### src/rtl/keypad_pkg.sv
// keypad_pkg: shared types, key map and row/column decode helpers for the keypad scanner.
package keypad_pkg;

    typedef enum logic {SCAN, HOLD} scan_state_t;

    localparam logic [3:0] COL_INIT = 4'b1110;

    localparam logic [3:0] KEYMAP [0:3][0:3] = '{
        '{4'h1, 4'h2, 4'h3, 4'hA},
        '{4'h4, 4'h5, 4'h6, 4'hB},
        '{4'h7, 4'h8, 4'h9, 4'hC},
        '{4'hE, 4'h0, 4'hF, 4'hD}
    };

    function automatic logic [1:0] row_index(logic [3:0] rs);
        return !rs[0] ? 2'd0 : !rs[1] ? 2'd1 : !rs[2] ? 2'd2 : 2'd3;
    endfunction

    function automatic logic [1:0] col_index(logic [3:0] col_n);
        return row_index(col_n);
    endfunction

    function automatic logic [2:0] onehot_cnt(logic [3:0] v);
        return 3'(v[0]) + 3'(v[1]) + 3'(v[2]) + 3'(v[3]);
    endfunction

endpackage

### src/rtl/keypad_scanner_if.sv
// keypad_scanner_if: keypad matrix lines plus the locked-key outputs to the debouncer.
interface keypad_scanner_if;
    logic [3:0] row_n;
    logic [3:0] col_n;
    logic [3:0] key_code;
    logic       key_pressed;
    modport master (input row_n, output col_n, output key_code, output key_pressed);
    modport slave (output row_n, input col_n, input key_code, input key_pressed);
endinterface

### src/rtl/row_synchronizer.sv
// row_synchronizer: STAGES-deep flop chain bringing the asynchronous rows into the clk domain.
module row_synchronizer #(
    parameter int STAGES = 2
) (
    input  logic       clk,
    input  logic       reset,
    input  logic [3:0] d,
    output logic [3:0] q
);
    logic [3:0] sr [STAGES];

    always_ff @(posedge clk or posedge reset) begin
        if (reset) begin
            for (int i = 0; i < STAGES; i++) sr[i] <= 4'hF;
        end else begin
            sr[0] <= d;
            for (int i = 1; i < STAGES; i++) sr[i] <= sr[i-1];
        end
    end

    assign q = sr[STAGES-1];
endmodule

### src/rtl/keypad_scanner.sv
// keypad_scanner: 4x4 matrix scanner that locks the first pressed key and reports its hex code.
// KEYPAD_MULTIKEY_REJECT_EN: ignore scan ticks that see two or more rows low.
module keypad_scanner
    import keypad_pkg::*;
#(
    parameter int SCAN_DIV    = 1200,
    parameter int SYNC_STAGES = 2
) (
    input logic              clk,
    input logic              reset,
    keypad_scanner_if.master kp
);
    localparam int CW = $clog2(SCAN_DIV);

    scan_state_t   state, state_nx;
    logic [CW-1:0] cnt, cnt_nx;
    logic [3:0]    col, col_nx, code, code_nx, rs;
    logic          pressed, pressed_nx, tick, hit;

    row_synchronizer #(.STAGES(SYNC_STAGES)) u_sync (
        .clk   (clk),
        .reset (reset),
        .d     (kp.row_n),
        .q     (rs)
    );

    assign tick = cnt == CW'(SCAN_DIV - 1);
`ifdef KEYPAD_MULTIKEY_REJECT_EN
    assign hit = onehot_cnt(~rs) == 3'd1;
`else
    assign hit = rs != 4'hF;
`endif

    always_ff @(posedge clk or posedge reset) begin
        if (reset) begin
            state   <= SCAN;
            cnt     <= '0;
            col     <= COL_INIT;
            code    <= 4'h0;
            pressed <= 1'b0;
        end else begin
            state   <= state_nx;
            cnt     <= cnt_nx;
            col     <= col_nx;
            code    <= code_nx;
            pressed <= pressed_nx;
        end
    end

    // State only changes on tick, so wrapping on tick also clears the dwell on every transition.
    always_comb begin
        state_nx   = state;
        col_nx     = col;
        code_nx    = code;
        pressed_nx = pressed;
        cnt_nx     = tick ? '0 : cnt + 1'b1;
        case (state)
            SCAN: if (tick) begin
                if (hit) begin
                    state_nx   = HOLD;
                    code_nx    = KEYMAP[row_index(rs)][col_index(col)];
                    pressed_nx = 1'b1;
                end else begin
                    col_nx = {col[2:0], col[3]};
                end
            end
            HOLD: if (tick && rs == 4'hF) begin
                state_nx   = SCAN;
                pressed_nx = 1'b0;
                col_nx     = {col[2:0], col[3]};
            end
            default: begin
                state_nx   = SCAN;
                col_nx     = COL_INIT;
                pressed_nx = 1'b0;
                cnt_nx     = '0;
            end
        endcase
    end

    assign kp.col_n       = col;
    assign kp.key_code    = code;
    assign kp.key_pressed = pressed;
endmodule
### src/flat_wrapper.sv
// flat-port wrapper written by rule: the top's interface ports become plain ports
module keypad_scanner_flat import keypad_pkg::*;
#(
    parameter int SCAN_DIV    = 1200,
    parameter int SYNC_STAGES = 2
)
  (clk, reset, kp_row_n, kp_col_n, kp_key_code, kp_key_pressed);
  keypad_scanner_if kp_i ();
  input logic clk;
  input logic reset;
  input wire logic [$bits(kp_i.row_n)-1:0] kp_row_n;
  output wire logic [$bits(kp_i.col_n)-1:0] kp_col_n;
  output wire logic [$bits(kp_i.key_code)-1:0] kp_key_code;
  output wire logic [$bits(kp_i.key_pressed)-1:0] kp_key_pressed;
  assign kp_i.row_n = kp_row_n;
  assign kp_col_n = kp_i.col_n;
  assign kp_key_code = kp_i.key_code;
  assign kp_key_pressed = kp_i.key_pressed;
  keypad_scanner #(.SCAN_DIV(SCAN_DIV), .SYNC_STAGES(SYNC_STAGES)) u_core (.clk(clk), .reset(reset), .kp(kp_i));
endmodule
### config.mk
export PLATFORM = sky130hd
export DESIGN_NAME = keypad_scanner_flat
export DESIGN_NICKNAME = d
export VERILOG_FILES = /design/src/rtl/keypad_pkg.sv /design/src/rtl/keypad_scanner_if.sv /design/src/rtl/row_synchronizer.sv /design/src/rtl/keypad_scanner.sv /design/src/flat_wrapper.sv
export SDC_FILE = /design/constraint.sdc
export NUM_CORES = 1
export LEC_CHECK = 0
export CORE_MARGIN = 2
export CORE_UTILIZATION = 35
export CTS_CLUSTER_SIZE = 24
export DETAILED_ROUTE_END_ITERATION = 6
export PLACE_DENSITY = 0.6
export SLEW_MARGIN = 20
export SYNTH_ARGS = -nofsm -noshare
export SYNTH_HDL_FRONTEND = slang
export SYNTH_HIERARCHICAL = 1
export SYNTH_SLANG_ARGS = --single-unit
### constraint.sdc
create_clock -name clk -period 1.6 [get_ports clk]
set_input_delay 0.32 -clock clk [delete_from_list [all_inputs] [get_ports clk]]
set_output_delay 0.32 -clock clk [all_outputs]
set_load 0.02 [all_outputs]
==> results of run 1 <==
[kinds of logic after synthesis]
kind of cell	after synthesis
simple gates	36
fa+ha+maj	1
mux	8
compound gates	19
buf+inv	11
xor+xnor	6
flops	29
[flip-flops by register name, indices dropped and copies added (netlist names), named ones only]
| name | cells |
|---|---|
| u_core/u_sync/q | 4 |
| u_core/kp.col_n | 4 |
| u_core/kp.key_code | 4 |
| u_core/kp.key_pressed | 1 |
| u_core/u_sync/sr | 4 |
| u_core/cnt | 11 |
[area by class of cell]
cell class	instances	area [sq um]
Fill cell	341	1990
Sequential cell	29	739
Multi-Input combinational cell	70	537
Timing Repair Buffer	27	236
Clock buffer	8	80.1
Tap cell	48	60.1
Inverter	5	18.8
[per-stage QoR]
stage               instances  hold WS [ns]  instance area [sq um]  utilization [%]  setup TNS [ns]
floorplan                 110         0.294                   1340                -               0
global placement          179         0.346                   1590             43.4               0
detailed placement        179         0.347                   1590             43.4         -0.0866
CTS                       187         0.280                   1670             45.6               0
global route              187         0.324                   1670             45.7               0
finish                    187         0.279                   1670             45.7               0
[metal layers]
metal	track usage (%)	vias up	wire, um
met5	0	-	0
met4	4.95	0	16
met3	4.62	2	99
met2	17.9	15	1060
met1	15.8	412	1130
li1	-	438	-
[worst paths after layout]
check	end	slack, ns
max	kp_key_code[0]	0.05
min	u_core/kp.col_n[0]$_DFFE_PP0P_	0.28
max reg2reg	u_core/kp.col_n[0]$_DFFE_PP0P_	0.10
min reg2reg	u_core/u_sync/q[3]$_DFF_PP1_	0.35
max in group asynchronous	async pin	0.86
min in group clk	u_core/u_sync/q[3]$_DFF_PP1_	0.35
[Yosys cell counts, types with 2 or more instances]
cell      count
nor2b_1       2
dfrtp_1      18
inv_1         5
mux2_4        8
and2_1        2
and3_1        3
nand2b_1      2
a31oi_1       4
o21ai_0       7
xnor2_1       3
nor2_1        7
nand2_4       2
a21oi_1       2
and4_1        2
dfstp_2      11
nand2_1       3
xor2_1        3
nand3_1       5
and3_2        3
buf_4         4
[report_power, final]
group	total (mW)	internal, mW	switching, mW
sequential	0.761	0.753	0.00773
clock	0.543	0.308	0.236
combinational	0.0423	0.0198	0.0225
total	1.35	1.08	0.266
==> impl_metrics.yaml, run 1 <==
logic_synthesis:
  synth_top_area_cell: "dfrtp_1"
  yosys-top-cells-area: "dfrtp_1, dfstp_2, mux2_4, o21ai_0, buf_4"
  synth-compound-area-share_pct: 8.74
  synth_area_sq_um: 1330
  async_flop_share_pct: 100
  synth-warning-count: 6
  syn_inst: 110
  ys_types: 34
  syn_avg_cell_area_sq_um: 12.1
  synth_nets: 117
  synth_ff_type: "dfrtp_1"
  synth_top_area_share_pct: 33.8
  synth_edf_count: 0
  synth-xor-area-share_pct: 3.95
  synth_top_family_by_area: "simple AND/OR/NAND/NOR gates"
  synth-simple-area-share_pct: 17.0
  ys_seq_area_share_pct: 55.5
  synthAdderAreaFrac_pct: 0.940
  synthMuxAreaShare_pct: 9.02
  ys_ff_latch: 29
critical_path:
  reg2reg_depth: 5
  endpoint_kind: "output pin"
  startpoint: "u_core/kp.key_code[0]$_DFFE_PP0P_"
  crit_buf_inv: 1
  cp_top_family: "buffers and inverters"
  crit_fanout: 2
  startpoint_type: "register"
  crit_path_top_delay_cell: "clkdlybuf4s50_1"
  crit_cells: 1
  cp.arrival_ns: 1.23
  rr_startpoint: "u_core/cnt[0]$_DFF_PP0_"
  worstSetupPathType: "register to output pin"
  crit_required_ns: 1.28
  crit_chain: "clkdlybuf4s50_1"
  max_stage_delay_ns: 0.61
finish:
  syn2layout_area_growth_pct: 25.6
  final_common_cell: "dfrtp_1"
  num_antenna_cells: 0
  nets: 145
  final_cell_mix: "dfrtp_1, buf_4, dfstp_2"
  drive_gt1_share_pct: 33.8
power_and_ir_drop:
  p_total_mw: 1.35
  leakage_nw: 0.807
  power.density_nw_per_um2: 805
  ir_worst_vdd_uv: 463
placed_design:
  place_ws_ns: -0.0214
  finalWeightedCongestion: 0.797
  hpwl_mm: 1.73
  io_buffers: 14
global_routing:
  grt_pass1_wl_mm: 3.88
  grt_usage_pct: 12.1
  antenna_found_initial: 0
  grt_max_degree: 18
  grt-ovfl-total: 0
  grt_pass1_vias: 843
timing:
  hold_violations: 0
  rsz0062_at_grt: "no"
  setup-violations-final: 0
  maxSlewHeadroom_pct: 81.7
  setup_ws_ns: 0.0501
  period_minus_slack_ns: 1.55
  slew_violations: 0
  fmax_mhz: 645
  worstMarginPinSlew_ns: 0.274
  period_share_pct: 96.9
  skew_ns: 0.00810
detailed_routing:
  drt_iter0_drc: 50
  avgViaCountPerCell: 4.64
  route.detailed.drc: 0
  totalWireLength_mm: 2.31
  wl_per_cell_um: 12.4
  first_pass_iters: 4
  vias: 867
  ant_nets: 0
flow_run:
  maxCapViolCount: 0
floorplan:
  die_h_um: 65.7
  ios: 15
  die-area_sq_um: 4310
  die_x_um: 65.7
  initial_utilization_pct: 36.4
  rows: 22
  core_sq_um: 3660
status:
  status: "finished clean"
clock_network:
  cts.sink_count: 29
  h-tree-depth: 2
  insertion_delay_ns: 0.27
  clkTransAtPathRegs_ns: 0.05
  post-cts-setup-buffers: 0
  post_cts_resized: 4
  clock_path_buffers: 2
  ctsHoldBuffers: 0
  root_buffer: "clkbuf_8"
  cts_buffers: 5
  cts_tree: "built"
hold_path:
  hp-class: "input pin to async pin"
No activity file was read; power rests on OpenSTA's default activity.
==> run 2, diff against run 1 <==
CORE_MARGIN = 1.5   (was 2)
==> run 2 against run 1 <==
Flip-flop and latch count is the same. Clock power grew 10%. Final area grew 0.90%. Worst hold slack lost 0.0062 ns. Register-to-register slack lost 0.02 ns. Critical endpoint is now kp_key_code[1].
==> impl_metrics.yaml, run 2 (same netlist as run 1, synthesis figures left out) <==
detailed_routing:
  wl_per_cell_um: 13.3
  avgViaCountPerCell: 4.85
  drt_iter0_drc: 74
  first_pass_iters: 4
  vias: 907
  totalWireLength_mm: 2.48
  ant_nets: 0
  route.detailed.drc: 0
finish:
  final_cell_mix: "dfrtp_1, buf_4, dfstp_2"
  nets: 145
  syn2layout_area_growth_pct: 26.7
  largest_reg_flops: 11
  final_common_cell: "dfrtp_1"
  design_area_sq_um: 1690
  num_antenna_cells: 0
  regMostFlops: "u_core/cnt"
  drive_gt1_share_pct: 34.5
critical_path:
  worstSetupPathType: "register to output pin"
  crit_required_ns: 1.28
  cp_top_family: "buffers and inverters"
  max_stage_delay_ns: 0.60
  startpoint_type: "register"
  cp.arrival_ns: 1.24
  crit_fanout: 2
  crit_buf_inv: 1
  crit_chain: "clkdlybuf4s50_1"
  crit_path_top_delay_cell: "clkdlybuf4s50_1"
  endpoint_kind: "output pin"
timing:
  rsz0062_at_grt: "no"
  slew_violations: 0
  hold_violations: 0
  maxSlewHeadroom_pct: 81.4
  fmax_mhz: 643
  setup_tns_ns: 0
  setup-violations-final: 0
  skew_ns: 0.00778
  worstMarginPinSlew_ns: 0.279
  period_share_pct: 97.2
  period_minus_slack_ns: 1.56
flow_run:
  maxCapViolCount: 0
placed_design:
  hpwl_mm: 1.87
  io_buffers: 14
  finalWeightedCongestion: 0.775
  placed_area_sq_um: 1590
power_and_ir_drop:
  ir_worst_vdd_uv: 625
  leakage_nw: 0.851
  power.density_nw_per_um2: 832
clock_network:
  cts_tree: "built"
  h-tree-depth: 2
  root_buffer: "clkbuf_8"
  insertion_delay_ns: 0.28
  cts_buffers: 5
  post-cts-setup-buffers: 0
  post_cts_resized: 4
  clkTransAtPathRegs_ns: 0.06
  ctsHoldBuffers: 0
  clock_path_buffers: 2
  cts.sink_count: 29
global_routing:
  grt_usage_pct: 14.2
  grt-ovfl-total: 0
  grt_max_degree: 18
  grt_pass1_wl_mm: 4.28
  antenna_found_initial: 0
  grt_pass1_vias: 939
floorplan:
  die_h_um: 64.7
  rows: 22
  initial_utilization_pct: 36.4
  die_x_um: 64.7
  core_sq_um: 3660
  die-area_sq_um: 4180
  ios: 15
hold_path:
  hp-class: "input pin to async pin"
status:
  status: "finished clean"
==> run 2: cell count changes in the layout (fill, tap and decap cells not counted) <==
cell             previous run  this run
clkbuf_8                    5         6
dlymetal6s2s_1              1         3
clkdlybuf4s50_1            10         8
clkbuf_1                    3         2
==> run 2: final timing paths <==
kind / slack (ns) / cells after the start / start / end
worst min-delay path: 0.27 / 2 / reset / u_core/kp.col_n[0]$_DFFE_PP0P_
min in group clk: 0.36 / 0 / u_core/u_sync/sr[6]$_DFF_PP1_ / u_core/u_sync/q[2]$_DFF_PP1_
worst max register to register: 0.08 / 5 / u_core/cnt[0]$_DFF_PP0_ / u_core/kp.col_n[0]$_DFFE_PP0P_
worst min register to register: 0.36 / 0 / u_core/u_sync/sr[6]$_DFF_PP1_ / u_core/u_sync/q[2]$_DFF_PP1_
max in group asynchronous: 0.86 / 3 / reset / u_core/cnt[2]$_DFF_PP0_
worst max-delay path: 0.04 / 1 / u_core/kp.key_code[1]$_DFFE_PP0P_ / kp_key_code[1]
==> run 2: layout make-up <==
class                      count  area, sq um
sequential                    29          739
multi-input combinational     70          537
clock buffer                   8         90.1
inverter                       5         18.8
tap                           48         60.1
fill                         332         1970
timing repair buffer          27          241
==> run 2: routing by layer <==
layer | vias to the layer above | GRT usage [%] | routed length (um)
li1 | 438 | - | -
met1 | 442 | 16.5 | 1110
met2 | 20 | 22.1 | 1190
met3 | 7 | 4.86 | 108
met4 | 0 | 9.31 | 65
met5 | - | 0 | 0
==> run 2: metrics by stage <==
step                      util, %  setup slack [ns]  hold WS, ns  std cells  power [mW]
after floorplan                 -            0.0226        0.294        110       0.800
after global placement       43.4            0.0169        0.346        179       0.814
after detailed placement     43.4           -0.0467        0.349        179       0.817
after CTS                    45.8           0.00237        0.269        187        1.43
after global routing         46.1           0.00150        0.303        187        1.47
final                        46.1            0.0440        0.273        187        1.40
==> run 2: where the power goes <==
| group | total (mW) | internal [mW] | switching (mW) | leakage, nW |
|---|---|---|---|---|
| registers | 0.761 | 0.753 | 0.00775 | 0.352 |
| logic | 0.0434 | 0.0198 | 0.0236 | 0.453 |
| clock network | 0.599 | 0.349 | 0.249 | 0.0455 |
